**src/rtl/tl_a_arbiter_2to1.sv**
```systemverilog
// Two-client to one-manager TileLink-UL arbiter: round-robin A grant with burst lock, D routed by source MSB.
// Optional TL_ARB_PERF_EN adds per-client grant counters and a conflict-cycle counter.
module tl_a_arbiter_2to1 #(
  parameter int SRC_W    = 5,
  parameter int ADDR_W   = 31,
  parameter int DATA_W   = 64,
  parameter int MAX_SIZE = 6
) (
  input  logic                clock,
  input  logic                reset,
`ifdef TL_ARB_PERF_EN
  output logic [31:0]         grant_cnt0,
  output logic [31:0]         grant_cnt1,
  output logic [31:0]         conflict_cnt,
`endif
  input  logic                in0_a_valid,
  output logic                in0_a_ready,
  input  logic [2:0]          in0_a_bits_opcode,
  input  logic [2:0]          in0_a_bits_param,
  input  logic [2:0]          in0_a_bits_size,
  input  logic [SRC_W-1:0]    in0_a_bits_source,
  input  logic [ADDR_W-1:0]   in0_a_bits_address,
  input  logic [DATA_W/8-1:0] in0_a_bits_mask,
  input  logic [DATA_W-1:0]   in0_a_bits_data,
  input  logic                in0_a_bits_corrupt,
  input  logic                in1_a_valid,
  output logic                in1_a_ready,
  input  logic [2:0]          in1_a_bits_opcode,
  input  logic [2:0]          in1_a_bits_param,
  input  logic [2:0]          in1_a_bits_size,
  input  logic [SRC_W-1:0]    in1_a_bits_source,
  input  logic [ADDR_W-1:0]   in1_a_bits_address,
  input  logic [DATA_W/8-1:0] in1_a_bits_mask,
  input  logic [DATA_W-1:0]   in1_a_bits_data,
  input  logic                in1_a_bits_corrupt,
  output logic                in0_d_valid,
  input  logic                in0_d_ready,
  output logic [2:0]          in0_d_bits_opcode,
  output logic [1:0]          in0_d_bits_param,
  output logic [2:0]          in0_d_bits_size,
  output logic [SRC_W-1:0]    in0_d_bits_source,
  output logic                in0_d_bits_sink,
  output logic                in0_d_bits_denied,
  output logic [DATA_W-1:0]   in0_d_bits_data,
  output logic                in0_d_bits_corrupt,
  output logic                in1_d_valid,
  input  logic                in1_d_ready,
  output logic [2:0]          in1_d_bits_opcode,
  output logic [1:0]          in1_d_bits_param,
  output logic [2:0]          in1_d_bits_size,
  output logic [SRC_W-1:0]    in1_d_bits_source,
  output logic                in1_d_bits_sink,
  output logic                in1_d_bits_denied,
  output logic [DATA_W-1:0]   in1_d_bits_data,
  output logic                in1_d_bits_corrupt,
  output logic                out_a_valid,
  input  logic                out_a_ready,
  output logic [2:0]          out_a_bits_opcode,
  output logic [2:0]          out_a_bits_param,
  output logic [2:0]          out_a_bits_size,
  output logic [SRC_W:0]      out_a_bits_source,
  output logic [ADDR_W-1:0]   out_a_bits_address,
  output logic [DATA_W/8-1:0] out_a_bits_mask,
  output logic [DATA_W-1:0]   out_a_bits_data,
  output logic                out_a_bits_corrupt,
  input  logic                out_d_valid,
  output logic                out_d_ready,
  input  logic [2:0]          out_d_bits_opcode,
  input  logic [1:0]          out_d_bits_param,
  input  logic [2:0]          out_d_bits_size,
  input  logic [SRC_W:0]      out_d_bits_source,
  input  logic                out_d_bits_sink,
  input  logic                out_d_bits_denied,
  input  logic [DATA_W-1:0]   out_d_bits_data,
  input  logic                out_d_bits_corrupt
);

  localparam int BW = MAX_SIZE - 3;

  localparam logic [1:0] IDLE  = 2'd0;
  localparam logic [1:0] HOLD  = 2'd1;
  localparam logic [1:0] BURST = 2'd2;

  logic [1:0]    state_reg, state_next;
  logic          owner_reg, owner_next;
  logic          rr_ptr_reg, rr_ptr_next;
  logic [BW-1:0] beats_left_reg, beats_left_next;

  logic          grant;
  logic          a_fire;
  logic          multi_beat;
  logic [2:0]    eff_size;
  logic [BW:0]   beat_cnt;
  logic [BW:0]   beat_cnt_m1;

  // In IDLE the grant is decided combinationally; once stalled or bursting it is pinned to owner.
  always_comb begin
    grant = 1'b0;
    if (state_reg == IDLE) begin
      if (in0_a_valid && in1_a_valid) grant = rr_ptr_reg;
      else if (in1_a_valid)           grant = 1'b1;
      else                            grant = 1'b0;
    end else begin
      grant = owner_reg;
    end
  end

  assign out_a_valid        = grant ? in1_a_valid : in0_a_valid;
  assign in0_a_ready        = out_a_ready & ~grant;
  assign in1_a_ready        = out_a_ready &  grant;
  assign out_a_bits_opcode  = grant ? in1_a_bits_opcode  : in0_a_bits_opcode;
  assign out_a_bits_param   = grant ? in1_a_bits_param   : in0_a_bits_param;
  assign out_a_bits_size    = grant ? in1_a_bits_size    : in0_a_bits_size;
  assign out_a_bits_source  = grant ? {1'b1, in1_a_bits_source} : {1'b0, in0_a_bits_source};
  assign out_a_bits_address = grant ? in1_a_bits_address : in0_a_bits_address;
  assign out_a_bits_mask    = grant ? in1_a_bits_mask    : in0_a_bits_mask;
  assign out_a_bits_data    = grant ? in1_a_bits_data    : in0_a_bits_data;
  assign out_a_bits_corrupt = grant ? in1_a_bits_corrupt : in0_a_bits_corrupt;

  assign a_fire = out_a_valid & out_a_ready;

  // Only Put messages carry data on A; Gets larger than a beat stay single-beat here.
  assign multi_beat  = (out_a_bits_opcode == 3'd0 || out_a_bits_opcode == 3'd1) &&
                       (out_a_bits_size > 3'd3);
  assign eff_size    = (out_a_bits_size > 3'(MAX_SIZE)) ? 3'(MAX_SIZE) : out_a_bits_size;
  assign beat_cnt    = (BW+1)'(1) << (eff_size - 3'd3);
  assign beat_cnt_m1 = beat_cnt - (BW+1)'(1);

  always_comb begin
    state_next      = state_reg;
    owner_next      = owner_reg;
    rr_ptr_next     = rr_ptr_reg;
    beats_left_next = beats_left_reg;
    case (state_reg)
      IDLE, HOLD: begin
        if (a_fire) begin
          if (multi_beat) begin
            state_next      = BURST;
            owner_next      = grant;
            beats_left_next = beat_cnt_m1[BW-1:0];
          end else begin
            state_next  = IDLE;
            rr_ptr_next = ~grant;
          end
        end else if (state_reg == IDLE && out_a_valid) begin
          state_next = HOLD;
          owner_next = grant;
        end
      end
      BURST: begin
        if (a_fire) begin
          beats_left_next = beats_left_reg - BW'(1);
          if (beats_left_reg == BW'(1)) begin
            state_next  = IDLE;
            rr_ptr_next = ~owner_reg;
          end
        end
      end
      default: state_next = IDLE;
    endcase
  end

  always_ff @(posedge clock) begin
    if (reset) begin
      state_reg      <= IDLE;
      owner_reg      <= 1'b0;
      rr_ptr_reg     <= 1'b0;
      beats_left_reg <= '0;
    end else begin
      state_reg      <= state_next;
      owner_reg      <= owner_next;
      rr_ptr_reg     <= rr_ptr_next;
      beats_left_reg <= beats_left_next;
    end
  end

  // D channel is stateless: the extra source MSB selects the client.
  logic d_sel;
  assign d_sel       = out_d_bits_source[SRC_W];
  assign in0_d_valid = out_d_valid & ~d_sel;
  assign in1_d_valid = out_d_valid &  d_sel;
  assign out_d_ready = d_sel ? in1_d_ready : in0_d_ready;

  assign in0_d_bits_opcode  = out_d_bits_opcode;
  assign in0_d_bits_param   = out_d_bits_param;
  assign in0_d_bits_size    = out_d_bits_size;
  assign in0_d_bits_source  = out_d_bits_source[SRC_W-1:0];
  assign in0_d_bits_sink    = out_d_bits_sink;
  assign in0_d_bits_denied  = out_d_bits_denied;
  assign in0_d_bits_data    = out_d_bits_data;
  assign in0_d_bits_corrupt = out_d_bits_corrupt;
  assign in1_d_bits_opcode  = out_d_bits_opcode;
  assign in1_d_bits_param   = out_d_bits_param;
  assign in1_d_bits_size    = out_d_bits_size;
  assign in1_d_bits_source  = out_d_bits_source[SRC_W-1:0];
  assign in1_d_bits_sink    = out_d_bits_sink;
  assign in1_d_bits_denied  = out_d_bits_denied;
  assign in1_d_bits_data    = out_d_bits_data;
  assign in1_d_bits_corrupt = out_d_bits_corrupt;

`ifdef TL_ARB_PERF_EN
  logic [31:0] grant_cnt0_reg, grant_cnt1_reg, conflict_cnt_reg;
  logic        first_fire;
  assign first_fire = a_fire && (state_reg != BURST);

  always_ff @(posedge clock) begin
    if (reset) begin
      grant_cnt0_reg   <= '0;
      grant_cnt1_reg   <= '0;
      conflict_cnt_reg <= '0;
    end else begin
      if (first_fire && !grant) grant_cnt0_reg <= grant_cnt0_reg + 32'd1;
      if (first_fire &&  grant) grant_cnt1_reg <= grant_cnt1_reg + 32'd1;
      // With both requesting, one of them is necessarily waiting.
      if (in0_a_valid && in1_a_valid) conflict_cnt_reg <= conflict_cnt_reg + 32'd1;
    end
  end

  assign grant_cnt0   = grant_cnt0_reg;
  assign grant_cnt1   = grant_cnt1_reg;
  assign conflict_cnt = conflict_cnt_reg;
`endif

endmodule
```
**config.mk**
```make
export PLATFORM = sky130hd
export DESIGN_NAME = tl_a_arbiter_2to1
export DESIGN_NICKNAME = d
export VERILOG_FILES = /design/src/rtl/tl_a_arbiter_2to1.sv
export SDC_FILE = /design/constraint.sdc
export NUM_CORES = 1
export LEC_CHECK = 0
export BUFFER_PORTS_ARGS = -buffer_cell sky130_fd_sc_hd__buf_2
export CORE_AREA = 2 2 235 237
export CTS_CLUSTER_DIAMETER = 200
export DETAILED_ROUTE_END_ITERATION = 8
export DIE_AREA = 0 0 237 239
export GPL_ROUTABILITY_DRIVEN = 0
export GPL_TIMING_DRIVEN = 0
export SLEW_MARGIN = 20
export SYNTH_ARGS = -nofsm -noshare
export SYNTH_HDL_FRONTEND = slang
export SYNTH_SLANG_ARGS = --single-unit
```
**constraint.sdc**
```tcl
create_clock -name clock -period 2.6 [get_ports clock]
set_clock_uncertainty 0.2 [all_clocks]
set_input_delay 0.26 -clock clock [delete_from_list [all_inputs] [get_ports clock]]
set_output_delay 0.26 -clock clock [all_outputs]
set_load 0.005 [all_outputs]
```
==> metrics <==
status completed; Slew HR about half; Crit. End Element output port; Initial DRT Pass Iterations 4; R2R Setup Slk 140 ps; max_cap viols 0; grt ovf 0; initial antenna violation count 6; post-synth net total between 900 and 1000; CP arrival 2090 ps; Seq cells post-synth 7; first-pass GRT wire length between 30000 and 40000 µm; worst hold path stage count 2; clock root buffer clkbuf_16; R2R Path End beats_left_reg[2]; CTS Sinks 7; Die ar. about 0.057 mm²; CTS Buffer Depth 2; core region area ~0.054 mm²; CTS tree yes; wl on met1 ~9800 µm; vias in the first global route 4898; Tmin final ~2500 ps; Worst Path Buf+Inv 7; pin count of the biggest net entering global routing 11; Rows 86; register area ~140 µm²; RSZ-0062 raised after global routing true; Fmax achieved 0.3922 GHz; drt total wl between 20000 and 25000 µm; Detail Placement HPWL 22220 µm; Min-Delay Endpoint state_reg[0]; HP Start reset; WL met3 about 2400 µm; startpoint types flip-flop; Cells after Synth approximately 620; max FFs per register 3; CP max stage cell dfxtp_1; clk slew on worst S/H paths ~40 ps; placed cells ~1900; Yosys warning count 0; post-synthesis sequential area ratio about 4.2%; post-route cell area 0.007138 mm²; CTS Buf Count 3; FF-to-FF Start state_reg[1]; final-report setup violation count 0; highest routed layer met5; P per Cell Area about 250 mW/mm²; Critical Path RT between 2000 and 2500 ps; synthesized area per cell 5.311 µm²; routed length per placed instance 13.41 µm; via/cell ratio between 3 and 4; clock latency on the worst-skew pair ~230 ps; total negative slack 0 ps; via count roughly 5600; Final #Nets between 1000 and 1500; Finished Core Util a little over an eighth; Hold Vio Cnt, Final 0; met2 WL post-DR about 12000 µm; Pleak roughly 0.0043 µW; placed cell area 0.006828 mm²; critical path fanouts, max 10; Synth-to-Final Area Change 116.4%; worst reg2reg path depth 11; Die W between 200 and 250 µm; VDD IR-drop max roughly 180 µV; DRC 0; area of the multi-input gates between 0.0015 and 0.002 mm²; port bufs ~530; Hold-fix buffers, CTS 0; Die Y 239 µm; worst-margin pin slew 758.5 ps; non-filler instance count after layout approximately 1900; antenna viol nets, final 0; Unique masters post-synth slightly above 40; fraction of layout cells with a size suffix above 1 64.34%; WS Path Type flip-flop to output port; CP cell instances buf_6 > o21a_4 > a31oi_4 > inv_2 > buf_8 > buf_4 > buf_12 > buf_4 > nand2_1 > nand2_1 > buf_2; worst hold-check path type input pin to flip-flop; DP Worst Slack -704.4 ps; Crit path max-delay family buffers and inverters; H-Tree Depth 1; Critical Path Max Stage Delay around 300 ps; Final WS setup 50.15 ps; starting DRC count in detailed routing 209; GRT Overall Usage 7.727%; pins over their slew limit 0; layout filler cell count ~6400; I/O pins just over 600; Initial Util 6.070%; Tcrit/Tclk final 98.07%; post-synthesis cell area ~0.0033 mm²
-- logic make-up (layout without fill, tap and decap cells) --
logic type | after synthesis | count (layout) | synth area share (%)
mux | 3 | 3 | 0.9863
flops | 7 | 7 | 4.249
compound gates | 29 | 29 | 6.904
buf+inv | 194 | 731 | 41.01
other cells | 0 | 1 | 0
simple gates | 385 | 385 | 45.71
fa+ha+maj | 3 | 3 | 1.138
-- cells in the final DEF, fill, tap and decap left out, types with 3 or more instances in the layout --
cell | netlist | final
clkbuf_4 | 0 | 6
nand2b_1 | 3 | 3
inv_1 | 4 | 4
a21oi_1 | 3 | 3
buf_6 | 1 | 8
and2_1 | 4 | 4
buf_2 | 10 | 531
buf_4 | 161 | 170
nor3_1 | 3 | 3
clkbuf_16 | 0 | 3
nand2_1 | 362 | 359
dfxtp_1 | 7 | 6
clkbuf_2 | 0 | 3
nor2b_1 | 3 | 3
o21ai_0 | 5 | 5
nand2_2 | 0 | 3
-- power by group --
group | leakage, µW | total, µW | internal (µW) | switching (µW)
logic | 0.00424 | 1390 | 715 | 677
clock network | 0.0000382 | 264 | 204 | 60.0
registers | 0.0000573 | 121 | 115 | 6.74
total | 0.00434 | 1780 | 1030 | 744
-- cell type report --
cell class	instances	share of cell area, %
well taps	704	12.34
flip-flops and latches	7	1.981
clock buffers	4	1.104
inverters	5	0.2629
repair buffers	533	37.55
diodes	1	0.03506
multi-input cells	420	26.17
plain buffers	189	20.56
-- how the worst max path moves through the flow --
stage / startpoint / endpoint / slack, ps / depth (start not counted)
after global routing: state_reg[1] / beats_left_reg[2] / -50 / 11
after floorplan: state_reg[1] / beats_left_reg[2] / 150 / 12
after CTS: state_reg[1] / beats_left_reg[2] / 10 / 12
after detailed placement: state_reg[1] / out_a_bits_source[2] / -700 / 8
final: state_reg[1] / out_a_bits_data[12] / 50 / 11
after global placement: state_reg[1] / out_a_bits_source[2] / -1200 / 8
-- routing by layer --
layer | track usage, % | vias to the layer above
met5 | 0 | -
met4 | 2.110 | 2
met3 | 1.617 | 28
met2 | 13.98 | 386
met1 | 9.187 | 2372
li1 | - | 2823
-- Yosys cell counts (all sizes together) --
master / number / area, µm²
nor2: 3 / 11.26
a31oi: 2 / 18.77
or2b: 1 / 7.510
ha: 3 / 37.54
a41oi: 1 / 8.760
mux2: 2 / 22.52
nor3b: 1 / 7.510
a211oi: 3 / 27.52
mux2i: 1 / 10.01
o22a: 1 / 8.760
o21ai: 5 / 25.02
o21a: 3 / 22.52
nand3b: 1 / 7.510
nand2b: 3 / 18.77
buf: 175 / 1281
o311ai: 2 / 17.52
dfxtp: 7 / 140.1
a21oi: 3 / 15.01
a21o: 2 / 16.27
nand2: 362 / 1359
or4b: 1 / 13.76
o31a: 1 / 8.760
and2: 4 / 25.02
a31o: 1 / 8.760
nor3: 3 / 15.01
or2: 1 / 6.260
inv: 5 / 18.76
a311oi: 3 / 32.53
clkbuf: 14 / 52.55
nand4b: 1 / 8.760
o41ai: 2 / 17.52
nor4b: 1 / 8.760
nor2b: 3 / 18.77
-- timing repair --
action / CTS / global route
setup endpoints to repair: 121 / 15
buffers inserted: 1 / 3
gates resized for setup: 44 / 43
endpoints found under the hold margin: 0 / 0
pin swaps: 1 / 2
gates cloned: 0 / 0
-- metrics by stage --
step                      power (µW)  hold slack, ps
after global placement          1456           261.3
after global routing            1928           87.74
after CTS                       1764           84.23
after detailed placement        1458           265.9
after floorplan                719.6           129.1
final                           1777           84.67
Note: power is estimated with default switching activity, not from simulation.
